## config.mk

```make
export PLATFORM = sky130hd
export DESIGN_NAME = program_loader_flat
export DESIGN_NICKNAME = d
export VERILOG_FILES = /design/src/rtl/program_loader_if.sv /design/src/rtl/program_loader.sv /design/src/flat_wrapper.sv
export SDC_FILE = /design/constraint.sdc
export NUM_CORES = 1
export LEC_CHECK = 0
export CAP_MARGIN = 10
export CORE_ASPECT_RATIO = 1.2
export CORE_UTILIZATION = 50
export DETAILED_ROUTE_END_ITERATION = 10
export PLACE_DENSITY = 0.82
export RECOVER_POWER = 50
export SLEW_MARGIN = 0
export SYNTH_ARGS = -nofsm -noshare
export SYNTH_HDL_FRONTEND = slang
export SYNTH_SLANG_ARGS = --single-unit
```

## constraint.sdc

```tcl
create_clock -name clk -period 2.4 [get_ports clk]
set_input_delay 0.48 -clock clk [delete_from_list [all_inputs] [get_ports clk]]
set_output_delay 0.48 -clock clk [all_outputs]
set_load 0.02 [all_outputs]
```

## src/rtl/program_loader_if.sv

```systemverilog
// Length-prefixed instruction stream handshake between the image source and program_loader.
interface program_loader_if;
   logic        in_valid;
   logic        in_ready;
   logic [11:0] in_data;

   modport master (output in_valid, output in_data, input in_ready);
   modport slave  (input in_valid, input in_data, output in_ready);
endinterface

```

## src/rtl/program_loader.sv

```systemverilog
// Boot loader: writes a length-prefixed image into instruction memory, then releases the CPU.
// Define CHECKSUM_EN to require a trailing mod-2^12 checksum word after the instructions.
module program_loader #(
   parameter int DEPTH = 64
) (
   input  logic            clk,
   input  logic            reset,
   input  logic            restart,
   program_loader_if.slave in_if,
   output logic            imem_we,
   output logic [11:0]     imem_addr,
   output logic [11:0]     imem_wdata,
   output logic            cpu_reset,
   output logic            done,
   output logic            error
);

   localparam logic [2:0] ST_LEN  = 3'd0;
   localparam logic [2:0] ST_LOAD = 3'd1;
`ifdef CHECKSUM_EN
   localparam logic [2:0] ST_CHK  = 3'd2;
`endif
   localparam logic [2:0] ST_DONE = 3'd3;
   localparam logic [2:0] ST_ERR  = 3'd4;

   localparam logic [11:0] DEPTH_W = 12'(DEPTH);

   logic [2:0]  state_q, state_d;
   logic [11:0] idx_q, idx_d;
   logic [11:0] cnt_q, cnt_d;
   logic        we_q, we_d;
   logic [11:0] addr_q, addr_d;
   logic [11:0] wdata_q, wdata_d;
   logic        cpu_reset_q, cpu_reset_d;
`ifdef CHECKSUM_EN
   logic [11:0] sum_q, sum_d;
`endif

   logic        accepting;
   logic        xfer;
   logic [11:0] idx_inc;

   always_comb begin
      accepting = (state_q == ST_LEN) || (state_q == ST_LOAD);
`ifdef CHECKSUM_EN
      accepting = accepting || (state_q == ST_CHK);
`endif
   end

   assign in_if.in_ready = !restart && reset && accepting;
   assign xfer           = in_if.in_valid && in_if.in_ready;
   assign idx_inc        = idx_q + 12'd1;

   always_comb begin
      state_d     = state_q;
      idx_d       = idx_q;
      cnt_d       = cnt_q;
      we_d        = 1'b0;
      addr_d      = addr_q;
      wdata_d     = wdata_q;
      cpu_reset_d = cpu_reset_q;
`ifdef CHECKSUM_EN
      sum_d       = sum_q;
`endif
      if (restart) begin
         state_d     = ST_LEN;
         idx_d       = '0;
         cpu_reset_d = 1'b1;
`ifdef CHECKSUM_EN
         sum_d       = '0;
`endif
      end else begin
         // CPU leaves reset one edge after DONE so the final write has committed.
         if (state_q == ST_DONE) begin
            cpu_reset_d = 1'b0;
         end
         case (state_q)
            ST_LEN: begin
               if (xfer) begin
                  if (in_if.in_data == 12'd0 || in_if.in_data > DEPTH_W) begin
                     state_d = ST_ERR;
                  end else begin
                     cnt_d   = in_if.in_data;
                     idx_d   = '0;
                     state_d = ST_LOAD;
`ifdef CHECKSUM_EN
                     sum_d   = '0;
`endif
                  end
               end
            end
            ST_LOAD: begin
               if (xfer) begin
                  we_d    = 1'b1;
                  addr_d  = idx_q;
                  wdata_d = in_if.in_data;
                  idx_d   = idx_inc;
`ifdef CHECKSUM_EN
                  sum_d   = sum_q + in_if.in_data;
                  if (idx_inc == cnt_q) state_d = ST_CHK;
`else
                  if (idx_inc == cnt_q) state_d = ST_DONE;
`endif
               end
            end
`ifdef CHECKSUM_EN
            ST_CHK: begin
               if (xfer) begin
                  state_d = (in_if.in_data == sum_q) ? ST_DONE : ST_ERR;
               end
            end
`endif
            default: ;
         endcase
      end
   end

   always_ff @(posedge clk or negedge reset) begin
      if (!reset) begin
         state_q     <= ST_LEN;
         idx_q       <= '0;
         cnt_q       <= '0;
         we_q        <= 1'b0;
         addr_q      <= '0;
         wdata_q     <= '0;
         cpu_reset_q <= 1'b1;
`ifdef CHECKSUM_EN
         sum_q       <= '0;
`endif
      end else begin
         state_q     <= state_d;
         idx_q       <= idx_d;
         cnt_q       <= cnt_d;
         we_q        <= we_d;
         addr_q      <= addr_d;
         wdata_q     <= wdata_d;
         cpu_reset_q <= cpu_reset_d;
`ifdef CHECKSUM_EN
         sum_q       <= sum_d;
`endif
      end
   end

   assign imem_we    = we_q;
   assign imem_addr  = addr_q;
   assign imem_wdata = wdata_q;
   assign cpu_reset  = cpu_reset_q;
   assign done       = (state_q == ST_DONE);
   assign error      = (state_q == ST_ERR);

endmodule
```

## src/flat_wrapper.sv

```systemverilog
// flat-port wrapper written by rule: the top's interface ports become plain ports
module program_loader_flat 
#(
   parameter int DEPTH = 64
)
  (clk, reset, restart, imem_we, imem_addr, imem_wdata, cpu_reset, done, error, in_if_in_valid, in_if_in_data, in_if_in_ready);
  program_loader_if in_if_i ();
  input  logic clk;
  input  logic reset;
  input  logic restart;
  output logic imem_we;
  output logic [11:0] imem_addr;
  output logic [11:0] imem_wdata;
  output logic cpu_reset;
  output logic done;
  output logic error;
  input wire logic [$bits(in_if_i.in_valid)-1:0] in_if_in_valid;
  input wire logic [$bits(in_if_i.in_data)-1:0] in_if_in_data;
  output wire logic [$bits(in_if_i.in_ready)-1:0] in_if_in_ready;
  assign in_if_i.in_valid = in_if_in_valid;
  assign in_if_i.in_data = in_if_in_data;
  assign in_if_in_ready = in_if_i.in_ready;
  program_loader #(.DEPTH(DEPTH)) u_core (.clk(clk), .reset(reset), .restart(restart), .in_if(in_if_i), .imem_we(imem_we), .imem_addr(imem_addr), .imem_wdata(imem_wdata), .cpu_reset(cpu_reset), .done(done), .error(error));
endmodule
```

## Word level (Yosys, flattened, before mapping)

Cells that the tools add are included.

| storage, ports and cells | value |
|---|---|
| output and inout bits | 29 |
| word-level logic and storage cells | 49 |
| register bits | 53 |
| input bits | 16 |

| operators by class | value |
|---|---|
| magnitude comparators | 1 |
| bitwise operators | 2 |
| eq/ne operators | 8 |
| add/sub/neg operators | 1 |
| mux-type cells | 16 |
| reduce and logical (&&, ||, !) cells | 14 |

Operators by type and width:

| operator | count |
|---|---|
| 2-to-1 mux 12 bit | 4 |
| case mux 12 bit (2 select lines) | 1 |
| 2-to-1 mux 3 bit | 5 |
| adder 12 x 1 -> 12 bit (second input constant) | 1 |
| == test 12 bit | 1 |
| > comparator 12 x 7 -> 1 bit (second input constant) | 1 |
| logical NOT 12 bit | 1 |
| AND reduction 4 bit | 3 |
| inequality test 3 x 2 -> 1 bit (second input constant) | 2 |
| inequality test 3 bit (second input constant) | 2 |
| case mux 3 bit (2 select lines) | 1 |
| 2-to-1 mux 1 bit | 5 |
| == test 3 x 1 -> 1 bit (second input constant) | 1 |
| == test 3 x 2 -> 1 bit (second input constant) | 1 |
| == test 3 bit (second input constant) | 1 |
| logical AND 1 bit | 3 |
| logical NOT 3 bit | 1 |
| AND reduction 3 bit | 1 |
| nonzero test 3 bit | 1 |
| logical OR 1 bit | 2 |
| inverter 1 bit | 2 |
| nonzero test 2 bit | 1 |
| logical NOT 1 bit | 1 |

## Logic depth before layout (Yosys ltp)

| depth | value |
|---|---|
| depth in word-level cells | 7 |
| depth in mapped cells | 8 |
| mapped depth without buffers | 7 |

## Least setup slack after synthesis

Ideal clock, no wire load.

| timing | value |
|---|---|
| path kind | in2reg |
| start point | input in_if_in_data[1] |
| end point | register u_core.cnt_q[2] |
| library setup time | 125 ps |
| buffers on the path | 1 |
| data required time | 2275 ps |
| slack | 118 ps |
| arrival | 2157 ps |
| cell stages on the path | 6 |
| cell sequence | or4_1 o31ai_1 nand4_1 nor2_1 buf_2 mux2_2 |

| between the ends | value |
|---|---|
| longest elaborated chain between the ends | 4 |
| elaborated cells on any way between the ends | 5 |
| those cells by class | 1 x order compare; 1 x bitwise; 3 x reduce/logical |

Ends and longest elaborated chain:

| element | line | text |
|---|---|---|
| start, declared | flat_wrapper.sv:18 | `input wire logic [$bits(in_if_i.in_data)-1:0] in_if_in_data;` |
| > comparator 12 x 7 -> 1 bit or logical NOT 12 bit (tied branches) | program_loader.sv:80 | `if (in_if.in_data == 12'd0 \|\| in_if.in_data > DEPTH_W) begin` |
| logical OR 1 bit (*) | program_loader.sv:80 |  |
| inverter 1 bit (no source line) (*) | -- |  |
| AND reduction 4 bit (no source line) (*) | -- |  |
| end signal, assigned | program_loader.sv:133 | `cnt_q <= cnt_d;` |
| end, declared | program_loader.sv:30 | `logic [11:0] cnt_q, cnt_d;` |

Every way passes the cells marked *; elsewhere a longest branch is shown, timed or not.
A chain may end at the register's enable or synchronous reset.

## Worst setup path in the final report

| timing | value |
|---|---|
| start point | input in_if_in_data[2] |
| end point | register u_core.cnt_q[6] |

Same word-level chain as after synthesis.

==> run metrics <==
min-delay src in_if_in_data[0]; Final Max Tran Viols 32; number of synthesized flops with an enable pin 0; Tot GR Track Use 26.2%; P_leak 1.75 nW; initial antenna violation count 0; Initial Util 53.0%; Max-Cap Viols 1; gpl congestion 0.886; Critical path buffers and inverters 2; GRT overflow 0; Clk pin slew, worst setup/hold paths 90 ps; r2r setup slk 170 ps; Final min period 2340 ps; Area Overhead vs Synth 31.4%; worst path cell trace clkdlybuf4s50_1, or4_4, o31ai_2, nand4_1, buf_4, nor2_4, mux2_2; Reg2Reg Capture Point u_core.state_q[1]; number of global-route vias before repair 2315; via/cell ratio 5.81; dpl cells 407; status complete, but fails checks; PwrDens 491 nW/µm²; core box area 5010 µm²; CTS HTree Levels 2; Synthesis Warnings 0; Logic pwr share 9.4%; largest cells by area after synthesis dfrtp_1 (49%), nand2_1 (11%), o21ai_0 (4.7%); Data required, critical path 2600 ps; later-pin clock latency in the skew report 310 ps; kind of critical path input port to flip-flop; cell taking the most area after synthesis dfrtp_1; R2R cell count 6; Die Wd 68.5 µm; internal power 1.32 mW; Clk pwr share 36.8%; area post-placement 3300 µm²; nets 376; DPL Wire Length 4.66 mm; f_max 428 MHz; die area 5600 µm²; DR WL/cell 16.5 µm; Mapped Cells 294; distinct cell type count after synthesis 44; sw frac 22.7%; CP startpoint kind input port; first-pass GRT wire length 10.8 mm; via count 2435; final hold vios 0; share of cells above drive strength 1 15.3%; CTS Root Cell clkbuf_8; I/O pins 45; Hold Slack 452 ps; Max Root-Sink Buffers 2; final worst path period share 97.5%; clock sink count 53; worst vdd ir 0.439 mV; PortBufs 44; Final setup viols 0; setup TNS 0 ps; mux share of post-synthesis cell area 2.97%; total power 1.71 mW; CTS Buf Count 5; Worst Hold Class input port to flip-flop; Tightest Pin Transition 1560 ps; syn_area_per_cell 9.03 µm²; Reg power frac 53.8%; Vert. Die Dim 81.8 µm; Post-synth top cells nand2_1 (79), dfrtp_1 (52), o21ai_0 (25); complex-gate fraction of the synthesized area 11.6%; ys async rst share 100%; Top delay family on crit path simple AND/OR/NAND/NOR gates; Worst Hold Depth 3; syn nets 312; most frequent cell after synthesis nand2_1; Simple-Gate Fraction of Synth Area 26.4%; adder-cell share of the synthesized area 0.943%; register area share after synthesis 50.0%; Post-Synth XOR/XNOR Area 4.29%; Netlist Area Pre-Place 2650 µm²; Std-Cell Rows 28; Sw Pwr 0.389 mW; share of the synthesized area in the top cell type 49.0%; main combinational cell family by area after synthesis simple AND/OR/NAND/NOR gates; final WL 6.90 mm; TritonRoute pass-1 iters 5; kind of end point of the critical path flip-flop; Antenna Cells 0; fin cells 419; largest net degree at the start of global routing 39; #FFs+latches synth 53; hold_buf cts 0; Starting DRT DRC Count 238; design area 3490 µm²; drc violations 0; worst r2r src u_core.idx_q[10]; CP peak stage delay 460 ps; slowest CP cell clkdlybuf4s50_1; CTS tree done; Slew HR -3.89%; crit-path max FO 8; Final Skew 12.1 ps; antenna-violating nets left 0; Most used DFF post-synth dfrtp_1; arrival time worst endpoint 2530 ps; failing checks capacitance limit, slew limit; worst hold endpoint u_core.imem_wdata[0]
worst min-delay path, stage by stage:
cell and delay [ps]:
dlymetal6s2s_1 130, nand2_1 60, nand2_1 50
how the worst max path moves through the flow:
stage                      from              end  slack [ps]  cells past startpoint
2_1_floorplan  in_if_in_data[1]  u_core.cnt_q[2]         120                      6
6_report       in_if_in_data[2]  u_core.cnt_q[6]          60                      7
5_1_grt        in_if_in_data[2]  u_core.cnt_q[5]         -20                      7
3_5_place_dp   in_if_in_data[1]  u_core.cnt_q[4]        -460                      6
3_3_place_gp   in_if_in_data[1]  u_core.cnt_q[0]        -390                      6
4_1_cts        in_if_in_data[1]  u_core.cnt_q[4]         -50                      6
power groups by stage:
stage | Combinational [mW] | Clock [mW] | Sequential, mW
6_report | 0.161 | 0.631 | 0.921
5_1_grt | 0.175 | 0.663 | 0.924
4_1_cts | 0.156 | 0.634 | 0.921
3_5_place_dp | 0.151 | 0 | 0.938
3_3_place_gp | 0.149 | 0 | 0.937
2_1_floorplan | 0.0483 | 0 | 0.946
state kept, by name (all words and copies together) (netlist names):
register,count
u_core.idx_q,12
u_core.state_q,3
u_core.imem_wdata,12
u_core.cpu_reset,1
u_core.imem_addr,12
u_core.imem_we,1
u_core.cnt_q,12
kinds of logic after synthesis:
logic type	count (synthesis)
AND/OR/NAND/NOR	144
flip-flops	53
AO/OA/AOI/OAI	51
buffers and inverters	24
XOR/XNOR	13
multiplexers	7
adder cells (fa/ha/maj)	2
per-stage QoR:
stage	util [%]	setup WS, ps
3_5_place_dp	65.8	-461
3_3_place_gp	65.8	-392
4_1_cts	68.4	-50.2
2_1_floorplan	-	118
5_1_grt	69.6	-15.2
6_report	69.6	60.8
routing by layer:
| metal | part of all wire (%) | track usage [%] |
|---|---|---|
| met1 | 41 | 34.2 |
| met5 | 0 | 0 |
| met3 | 6.1 | 4.58 |
| met4 | 3.4 | 10.6 |
| met2 | 50 | 42.6 |
layout by cell type (no fill, tap or decap), types with 2 or more instances in the layout:
| cell | netlist | layout |
|---|---|---|
| dfrtp_1 | 52 | 51 |
| nand2_1 | 79 | 79 |
| and3_1 | 4 | 4 |
| or3_1 | 2 | 2 |
| clkdlybuf4s50_1 | 0 | 38 |
| nand4_1 | 3 | 3 |
| nor2_1 | 18 | 17 |
| nand3_1 | 10 | 10 |
| xor2_1 | 7 | 7 |
| mux2_2 | 7 | 4 |
| o21ai_1 | 0 | 9 |
| a31oi_1 | 3 | 3 |
| clkbuf_1 | 9 | 4 |
| ha_1 | 2 | 2 |
| inv_1 | 7 | 7 |
| and2_1 | 4 | 3 |
| dlymetal6s2s_1 | 0 | 4 |
| nor3_1 | 3 | 3 |
| mux2_4 | 0 | 3 |
| nor2b_1 | 6 | 6 |
| o31ai_1 | 5 | 4 |
| or4_4 | 1 | 2 |
| a211o_1 | 3 | 3 |
| xnor2_1 | 6 | 6 |
| o21ai_0 | 25 | 16 |
| a21oi_1 | 7 | 7 |
| clkbuf_8 | 0 | 6 |
| buf_4 | 0 | 25 |
| and4_1 | 3 | 3 |
cell type report:
type	instances	area, µm²
Timing Repair Buffer	73	671
Clock inverter	1	30.0
Clock buffer	7	86.3
Tap cell	60	75.1
Multi-Input combinational cell	218	1270
Sequential cell	53	1330
Fill cell	372	1520
Inverter	7	26.3
timing repair:
item,4_1_cts,5_1_grt
setup endpoints to repair,22,25
cloned,0,1
gates resized for setup,10,13
pin swaps,0,3
setup buffers,0,3
Power figures use the tool's default switching activity.
